`src/rtl/lfsr_ctrl_pkg.sv`:
```
// Shared opcodes, FSM state encoding and default taps for the LFSR stream controller.
package lfsr_ctrl_pkg;

   localparam logic [7:0] OP_TAPS = 8'h01;
   localparam logic [7:0] OP_CLR  = 8'h02;
   localparam logic [7:0] OP_GEN  = 8'h03;

   localparam logic [15:0] DEFAULT_TAPS_16 = 16'hB400;

   typedef enum logic [2:0] {
      IDLE  = 3'd0,
      TAPS  = 3'd1,
      COUNT = 3'd2,
      STEP  = 3'd3,
      LOAD  = 3'd4,
      SEND  = 3'd5
   } state_t;

endpackage

```
`src/rtl/lfsr_stream_ctrl.sv`:
```
// Command sequencer for the LFSR: taps load, clear, and K-byte generation, 3 cycles per byte.
// tx_valid holds with stable tx_data until tx_ready; rx bytes arriving mid-stream are dropped.
module lfsr_stream_ctrl
   import lfsr_ctrl_pkg::*;
#(
   parameter int             N            = 16,
   parameter logic [N-1:0]   DEFAULT_TAPS = N'(DEFAULT_TAPS_16)
) (
   input  logic         clk,
   input  logic         rst,
   input  logic [7:0]   rx_data,
   input  logic         rx_valid,
   input  logic [N-1:0] lfsr_random,
   output logic         lfsr_ena,
   output logic [N-1:0] lfsr_taps,
   output logic         lfsr_clr,
   output logic [7:0]   tx_data,
   output logic         tx_valid,
   input  logic         tx_ready,
   output logic         busy,
   output logic         drop
);

   localparam int             NBYTES    = N / 8;
   localparam int             BCW       = (NBYTES > 1) ? $clog2(NBYTES) : 1;
   localparam logic [BCW-1:0] LAST_BYTE = BCW'(NBYTES - 1);

   state_t         state, state_nxt;
   logic [N-1:0]   taps_sh;
   logic [N-1:0]   taps_shifted;
   logic [BCW-1:0] byte_cnt;
   logic [8:0]     cnt;

   logic           taps_byte;
   logic           taps_last;
   logic           count_load;
   logic           load_byte;
   logic           handshake;
   logic           clr_req;
   logic           drop_set;

   // Only the low byte of the LFSR is streamed; fold the rest to keep lint quiet.
   logic           unused_random;
   assign unused_random = ^lfsr_random;

   assign taps_shifted = N'({taps_sh, rx_data});

   assign lfsr_ena = (state == STEP);
   assign tx_valid = (state == SEND);
   assign busy     = (state != IDLE);

   always_comb begin
      state_nxt  = state;
      taps_byte  = 1'b0;
      taps_last  = 1'b0;
      count_load = 1'b0;
      load_byte  = 1'b0;
      handshake  = 1'b0;
      clr_req    = 1'b0;
      drop_set   = 1'b0;
      case (state)
         IDLE: begin
            if (rx_valid) begin
               if (rx_data == OP_TAPS) begin
                  state_nxt = TAPS;
               end else if (rx_data == OP_CLR) begin
                  clr_req = 1'b1;
               end else if (rx_data == OP_GEN) begin
                  state_nxt = COUNT;
               end
            end
         end
         TAPS: begin
            if (rx_valid) begin
               taps_byte = 1'b1;
               if (byte_cnt == LAST_BYTE) begin
                  taps_last = 1'b1;
                  state_nxt = IDLE;
               end
            end
         end
         COUNT: begin
            if (rx_valid) begin
               count_load = 1'b1;
               state_nxt  = STEP;
            end
         end
         STEP: begin
            drop_set  = rx_valid;
            state_nxt = LOAD;
         end
         LOAD: begin
            drop_set  = rx_valid;
            load_byte = 1'b1;
            state_nxt = SEND;
         end
         SEND: begin
            drop_set = rx_valid;
            if (tx_ready) begin
               handshake = 1'b1;
               state_nxt = (cnt == 9'd1) ? IDLE : STEP;
            end
         end
         default: state_nxt = IDLE;
      endcase
   end

   always_ff @(posedge clk) begin
      if (rst) begin
         state     <= IDLE;
         lfsr_taps <= DEFAULT_TAPS;
         taps_sh   <= '0;
         byte_cnt  <= '0;
         cnt       <= '0;
         tx_data   <= '0;
         lfsr_clr  <= 1'b0;
         drop      <= 1'b0;
      end else begin
         state    <= state_nxt;
         lfsr_clr <= clr_req;
         if (drop_set) begin
            drop <= 1'b1;
         end
         // Taps are committed only on the last operand byte so the LFSR never sees a half-loaded function.
         if (taps_byte) begin
            taps_sh  <= taps_shifted;
            byte_cnt <= taps_last ? '0 : byte_cnt + 1'b1;
            if (taps_last) begin
               lfsr_taps <= taps_shifted;
            end
         end
         if (count_load) begin
            cnt <= (rx_data == 8'd0) ? 9'd256 : {1'b0, rx_data};
         end
         if (load_byte) begin
            tx_data <= lfsr_random[7:0];
         end
         if (handshake) begin
            cnt <= cnt - 9'd1;
         end
      end
   end

endmodule

```
`config.mk`:
```
export PLATFORM = sky130hd
export DESIGN_NAME = lfsr_stream_ctrl
export DESIGN_NICKNAME = d
export VERILOG_FILES = /design/src/rtl/lfsr_ctrl_pkg.sv /design/src/rtl/lfsr_stream_ctrl.sv
export SDC_FILE = /design/constraint.sdc
export NUM_CORES = 1
export LEC_CHECK = 0
export CAP_MARGIN = 30
export CORE_UTILIZATION = 45
export CTS_CLUSTER_DIAMETER = 30
export DETAILED_ROUTE_END_ITERATION = 8
export PLACE_DENSITY = 0.76
export SYNTH_ARGS = -nofsm -noshare
export SYNTH_HDL_FRONTEND = slang
export SYNTH_SLANG_ARGS = --single-unit
```
`constraint.sdc`:
```
create_clock -name clk -period 2 [get_ports clk]
set_input_delay 0.2 -clock clk [delete_from_list [all_inputs] [get_ports clk]]
set_output_delay 0.2 -clock clk [all_outputs]
set_load 0.01 [all_outputs]
```
==> impl_metrics.env, run 1 <==
export IMPL_cpPeakStageDelay_ns=0.56
export IMPL_m1WireLength_mm=2.22
export IMPL_first_pass_iters=4
export IMPL_tightest_slew_ns=0.519
export IMPL_slew_headroom=0.651
export IMPL_hpwlAfterDp_mm=3.64
export IMPL_cts_resized=0
export IMPL_cts_sinks=47
export IMPL_power_mw=1.85
export IMPL_synth_warnings=0
export IMPL_synthTopCellsByArea="dfxtp_1 (45%), nand2_1 (13%), a21oi_1 (8.4%), nand3_1 (2.2%), o21ai_0 (2.2%)"
export IMPL_grt_pass1_wl_mm=8.42
export IMPL_placedInstanceArea_mm2=0.00263
export IMPL_n_antenna_cell=0
export IMPL_mostFrequentLayoutCells="nand2_1 (74), clkdlybuf4s50_1 (48), dfxtp_1 (45), a21oi_1 (35), buf_4 (14)"
export IMPL_synthToLayoutAreaGrowth_pct=33.6
export IMPL_num_rows=24
export IMPL_crit_slowest_cell="dfxtp_1"
export IMPL_path_cells="nand2_1 -> nor2_1 -> clkdlybuf4s50_1"
export IMPL_drtIter0Drc=152
export IMPL_die_area_mm2=0.00488
export IMPL_antenna_found_initial=0
export IMPL_ys_ff_latch=47
export IMPL_ys_seq_area_frac=0.454
export IMPL_nNetsFinal=344
export IMPL_status="finished clean"
export IMPL_fin_setup_tns_ns=0
export IMPL_cts_buffers=5
export IMPL_grt_usage=0.218
export IMPL_skew_ns=0.00544
export IMPL_cp_end_kind="primary output"
export IMPL_crit_type="flip-flop to primary output"
export IMPL_syn_nets=292
export IMPL_drt_wl_total_mm=4.95
export IMPL_synthCells=262
export IMPL_start_util=0.473
export IMPL_yosysUniqueCellTypes=41
export IMPL_synthArstFlopShare=0
export IMPL_gr_total_overflow=0
export IMPL_ir_worst_vdd_uv=411
export IMPL_crit_family="flip-flops"
export IMPL_synth_avg_cell_area_um2=7.91
export IMPL_io_buffer_count=48
export IMPL_startpoint_type="flip-flop"
export IMPL_rsz0062_at_grt="no"
export IMPL_crit_buf_inv=1
export IMPL_synthFlopType="dfxtp_1"
export IMPL_routedWlPerCell_um=13.5
export IMPL_setup_viol=0
export IMPL_cts_hold_buf=0
export IMPL_fmax_mhz=540
export IMPL_avgViaCountPerCell=5.51
export IMPL_clkLatencyLatePin_ns=0.31
export IMPL_clk_pin_slew_ns=0.08
export IMPL_leakage_nw=0.992
export IMPL_crit_path_max_fanout=14
export IMPL_postRouteAntennaNets=0
export IMPL_clockBufferDepth=2
export IMPL_root_buffer="clkbuf_8"
export IMPL_wl_met3_um=294
export IMPL_fin_crit_ns=1.85
export IMPL_synth_largest_area_cell="dfxtp_1"
export IMPL_required_ns=1.80
export IMPL_drc=0
export IMPL_wl_met2_mm=2.35
export IMPL_vias=2024
export IMPL_dieWidth_um=69.9
export IMPL_critPathArrivalTime_ns=1.65
export IMPL_synth_top_area_frac=0.454
export IMPL_fin_area_mm2=0.00277
export IMPL_ios=57
export IMPL_cts_tree="built"
export IMPL_core_area_mm2=0.00438
export IMPL_mostFrequentLayoutCell="nand2_1"
export IMPL_slew_violations=0
export IMPL_top_layer_used="met4"
export IMPL_fin_crit_sh=0.926
export IMPL_postCtsSetupBuffers=0
export IMPL_power_density_mw_per_mm2=666
export IMPL_drv_cap=0
export IMPL_die_h_um=69.9
export IMPL_hold_path_class="primary input to flip-flop"
export IMPL_syn_area_mm2=0.00207
export IMPL_final_hold_viol_count=0
export IMPL_finalWeightedCongestion=0.894
export IMPL_grt_max_degree=30
export IMPL_grt_pass1_vias=1810
export IMPL_htreeDepth=2
export IMPL_drive_gt1_frac=0.105
export IMPL_synth_edf_count=0
[worst min-delay path, stage by stage]
cell             delay [ns]
clkdlybuf4s50_1        0.39
nand2_1                0.05
a21oi_1                0.05
[Yosys cell counts (all sizes together), types with 2 or more instances]
library cell / count
nor3: 5
and4b: 2
clkbuf: 7
nand4: 3
nand2: 75
a31oi: 7
nand3: 10
inv: 7
a21oi: 35
buf: 10
o211ai: 6
dfxtp: 47
ha: 2
nand4b: 2
o21ai: 9
or3: 5
or2: 2
nor2: 11
[logic make-up after synthesis]
| kind of cell | Yosys count | share of synthesized area |
|---|---|---|
| buf+inv | 24 | 0.0573 |
| mux | 1 | 0.00483 |
| compound gates | 64 | 0.180 |
| xor+xnor | 1 | 0.00423 |
| flops | 47 | 0.454 |
| fa+ha+maj | 2 | 0.0121 |
| simple gates | 123 | 0.287 |
[state kept, by name, indices dropped and copies added (netlist names)]
register	flops
cnt	9
byte_cnt	1
taps_sh	8
drop	1
lfsr_taps	16
tx_data	8
lfsr_clr	1
state	3
[metrics by stage]
stage	worst slack, ns	hold slack, ns	util	cells
floorplan	0.658	0.336	-	262
global placement	0.239	0.442	0.600	359
detailed placement	0.195	0.448	0.600	359
CTS	0.0214	0.432	0.630	367
global route	0.0467	0.443	0.632	367
finish	0.149	0.434	0.632	367
[where the power goes]
part	switching [mW]	leakage, nW	total (mW)	internal, mW
sequential	0.000574	0.380	0.936	0.935
combinational	0.0430	0.547	0.0931	0.0501
clock	0.318	0.0654	0.817	0.499
total	0.361	0.992	1.85	1.48
[per-layer routing]
metal	vias up	GRT usage
li1	1012	-
met1	953	0.302
met2	51	0.331
met3	8	0.0563
met4	0	0.0667
met5	-	0
[path summary, 6_finish.rpt]
path	endpoint	cells after the start	slack, ns	from
min	tx_data[4]$_SDFFE_PP0P_	3	0.43	lfsr_random[4]
min reg2reg	lfsr_taps[8]$_SDFFE_PP0P_	2	0.46	lfsr_taps[8]$_SDFFE_PP0P_
max reg2reg	lfsr_taps[6]$_SDFFE_PP0P_	6	0.37	state[0]$_SDFFE_PP0P_
max	lfsr_ena	3	0.15	state[1]$_SDFFE_PP0P_
[cell type report]
cell class                      instances  area [µm²]
Fill cell                             389        1620
Multi-Input combinational cell        191        1020
Sequential cell                        47         943
Timing Repair Buffer                   62         586
Clock buffer                            6        72.6
Tap cell                               52        65.1
Clock inverter                          2        60.1
Inverter                                7        26.3
No activity file was read; power rests on OpenSTA's default activity.
==> run 2, diff against run 1 <==
Settings changed: GPL_TIMING_DRIVEN set to 0.
==> run 2 against run 1 <==
  * Routed wire length rose by 7.5%
  * Sequential power about the same
  * Clock power fell by 17%
  * Die area stayed put
  * Worst hold slack lost 0.18 ns
  * Core utilization fell by 1.3 points
  * Worst setup slack worse by 0.091 ns
  * Critical path depth is 2 higher
  * Flip-flop and latch count is the same
  * Maximum frequency fell by 4.7%
  * Critical path type unchanged
==> impl_metrics.env, run 2 (synthesized netlist as in run 1, its figures left out) <==
export IMPL_first_pass_iters=4
export IMPL_leakage_nw=0.980
export IMPL_critPathArrivalTime_ns=1.74
export IMPL_drc=0
export IMPL_grt_pass1_vias=1857
export IMPL_avgViaCountPerCell=5.48
export IMPL_grt_pass1_wl_mm=8.73
export IMPL_required_ns=1.80
export IMPL_grt_usage=0.226
export IMPL_grt_max_degree=14
export IMPL_postRouteAntennaNets=0
export IMPL_nFillCells=411
export IMPL_crit_type="flip-flop to primary output"
export IMPL_finalWeightedCongestion=0.857
export IMPL_mostFrequentLayoutCells="nand2_1 (74), dfxtp_1 (47), clkdlybuf4s50_1 (45), a21oi_1 (35), nor2_1 (11)"
export IMPL_gr_total_overflow=0
export IMPL_dp_cells=360
export IMPL_clockBufferDepth=2
export IMPL_slew_headroom=0.651
export IMPL_drt_wl_total_mm=5.32
export IMPL_seq_area_um2=941
export IMPL_largest_register="lfsr_taps"
export IMPL_multi_input_area_mm2=0.00102
export IMPL_startpoint_type="flip-flop"
export IMPL_endpoint="tx_valid"
export IMPL_cpPeakStageDelay_ns=0.54
export IMPL_die_area_mm2=0.00488
export IMPL_drv_cap=0
export IMPL_fin_crit_ns=1.94
export IMPL_cts_buffers=5
export IMPL_largest_register_ff_count=16
export IMPL_mostFrequentLayoutCell="nand2_1"
export IMPL_fin_crit_sh=0.971
export IMPL_n_antenna_cell=0
export IMPL_power_density_mw_per_mm2=624
export IMPL_path_cells="buf_4 -> nor2b_4 -> nand2_1 -> inv_1 -> clkdlybuf4s50_1"
export IMPL_rr_startpoint="state[1]$_SDFFE_PP0P_"
export IMPL_fmax_mhz=515
export IMPL_hpwlAfterDp_mm=3.71
export IMPL_fin_hold_ws_ns=0.251
export IMPL_nNetsFinal=345
export IMPL_status="finished clean"
export IMPL_synthToLayoutAreaGrowth_pct=30.9
export IMPL_antenna_found_initial=0
export IMPL_routedWlPerCell_um=14.5
export IMPL_num_rows=24
export IMPL_ir_worst_vdd_uv=421
export IMPL_clk_pin_slew_ns=0.09
export IMPL_ff2ff_setup_slack_ns=0.42
export IMPL_core_area_mm2=0.00438
export IMPL_io_buffer_count=46
export IMPL_start_util=0.473
export IMPL_tightest_slew_ns=0.521
export IMPL_cp_depth=5
export IMPL_drive_gt1_frac=0.0825
export IMPL_crit_slowest_cell="clkdlybuf4s50_1"
export IMPL_setup_viol=0
export IMPL_root_buffer="clkbuf_8"
export IMPL_postCtsSetupBuffers=0
export IMPL_worstRegToRegCells=5
export IMPL_skew_ns=0.00973
export IMPL_reg_top3="lfsr_taps (16), cnt (9)"
export IMPL_crit_path_max_fanout=10
export IMPL_final_hold_viol_count=0
export IMPL_drtIter0Drc=97
export IMPL_clkLatencyLatePin_ns=0.30
export IMPL_dieWidth_um=69.9
export IMPL_cp_end_kind="primary output"
export IMPL_slew_violations=0
export IMPL_cts_tree="built"
export IMPL_vias=2010
export IMPL_die_h_um=69.9
export IMPL_ios=57
export IMPL_crit_buf_inv=3
export IMPL_crit_path_start="state[0]$_SDFFE_PP0P_"
export IMPL_htreeDepth=2
export IMPL_hold_path_class="primary input to flip-flop"
export IMPL_crit_family="buffers and inverters"
export IMPL_cts_sinks=47
export IMPL_fin_cells=367
export IMPL_r2r_end="cnt[3]$_SDFFE_PP0P_"
[run 2: cell count changes in the layout (fill, tap and decap cells not counted)]
cell	change
nor2b_2	-1
buf_6	+1
dfxtp_1	+2
dfxtp_2	-2
bufinv_16	-1
clkdlybuf4s50_1	-3
dlymetal6s2s_1	+1
clkbuf_1	+7
buf_4	-9
buf_2	+4
nor2b_4	+1
[run 2: layout make-up]
cell class / instances / share of cell area
multi-input cells: 191 / 0.376
flip-flops and latches: 47 / 0.347
repair buffers: 46 / 0.171
plain buffers: 17 / 0.0350
clock buffers: 6 / 0.0267
well taps: 52 / 0.0240
clock inverters: 1 / 0.0111
inverters: 7 / 0.00968
[run 2: metal layers]
layer	vias to the layer above	wire (µm)	global-route usage
li1	1007	-	-
met1	937	2460	0.295
met2	57	2540	0.371
met3	9	242	0.0390
met4	0	79	0.0933
met5	-	0	0
[run 2: what timing repair did]
item                       in CTS  in global routing
hold buffers                    0                  0
setup endpoints to repair       1                  2
resized for setup               2                  2
gates cloned                    0                  0
hold endpoints to repair        0                  0
[run 2: report_power, final]
part | leakage [nW] | switching [mW] | total [mW] | internal (mW)
Sequential | 0.379 | 0.000374 | 0.935 | 0.935
Combinational | 0.550 | 0.0437 | 0.0819 | 0.0382
Clock | 0.0513 | 0.308 | 0.675 | 0.367
[run 2: worst min path at each step]
| stage | slack (ns) | end | depth (start not counted) | start |
|---|---|---|---|---|
| finish | 0.25 | drop$_SDFFE_PP0P_ | 3 | rx_valid |
| global route | 0.26 | drop$_SDFFE_PP0P_ | 3 | rx_valid |
| CTS | 0.24 | drop$_SDFFE_PP0P_ | 3 | rx_valid |
| detailed placement | 0.45 | lfsr_taps[7]$_SDFFE_PP0P_ | 2 | lfsr_taps[7]$_SDFFE_PP0P_ |
| global placement | 0.44 | lfsr_taps[9]$_SDFFE_PP0P_ | 2 | taps_sh[1]$_SDFFE_PP0P_ |
| floorplan | 0.34 | taps_sh[0]$_SDFFE_PP0P_ | 2 | rx_data[0] |
[run 2: stage by stage]
stage	instance area (µm²)	worst slack, ns	power, mW	setup TNS [ns]	util
after detailed placement	2600	0.141	1.04	0	0.593
final	2710	0.0581	1.69	0	0.619
after global routing	2710	-0.00755	1.74	-0.00755	0.619
after global placement	2600	0.185	1.04	0	0.593
after floorplan	2070	0.658	0.983	0	-
after CTS	2710	0.0221	1.70	0	0.617
[run 2: worst min-delay path: stages]
cell     delay [ns]
buf_2          0.17
a21oi_1        0.09
nor2_1         0.07
==> run 3, diff against run 2 <==
Settings changed: SLEW_MARGIN set to 25, TNS_END_PERCENT set to 100.
==> results of run 3 <==
No change in the layout: final DEF, timing and power equal those of run 2.
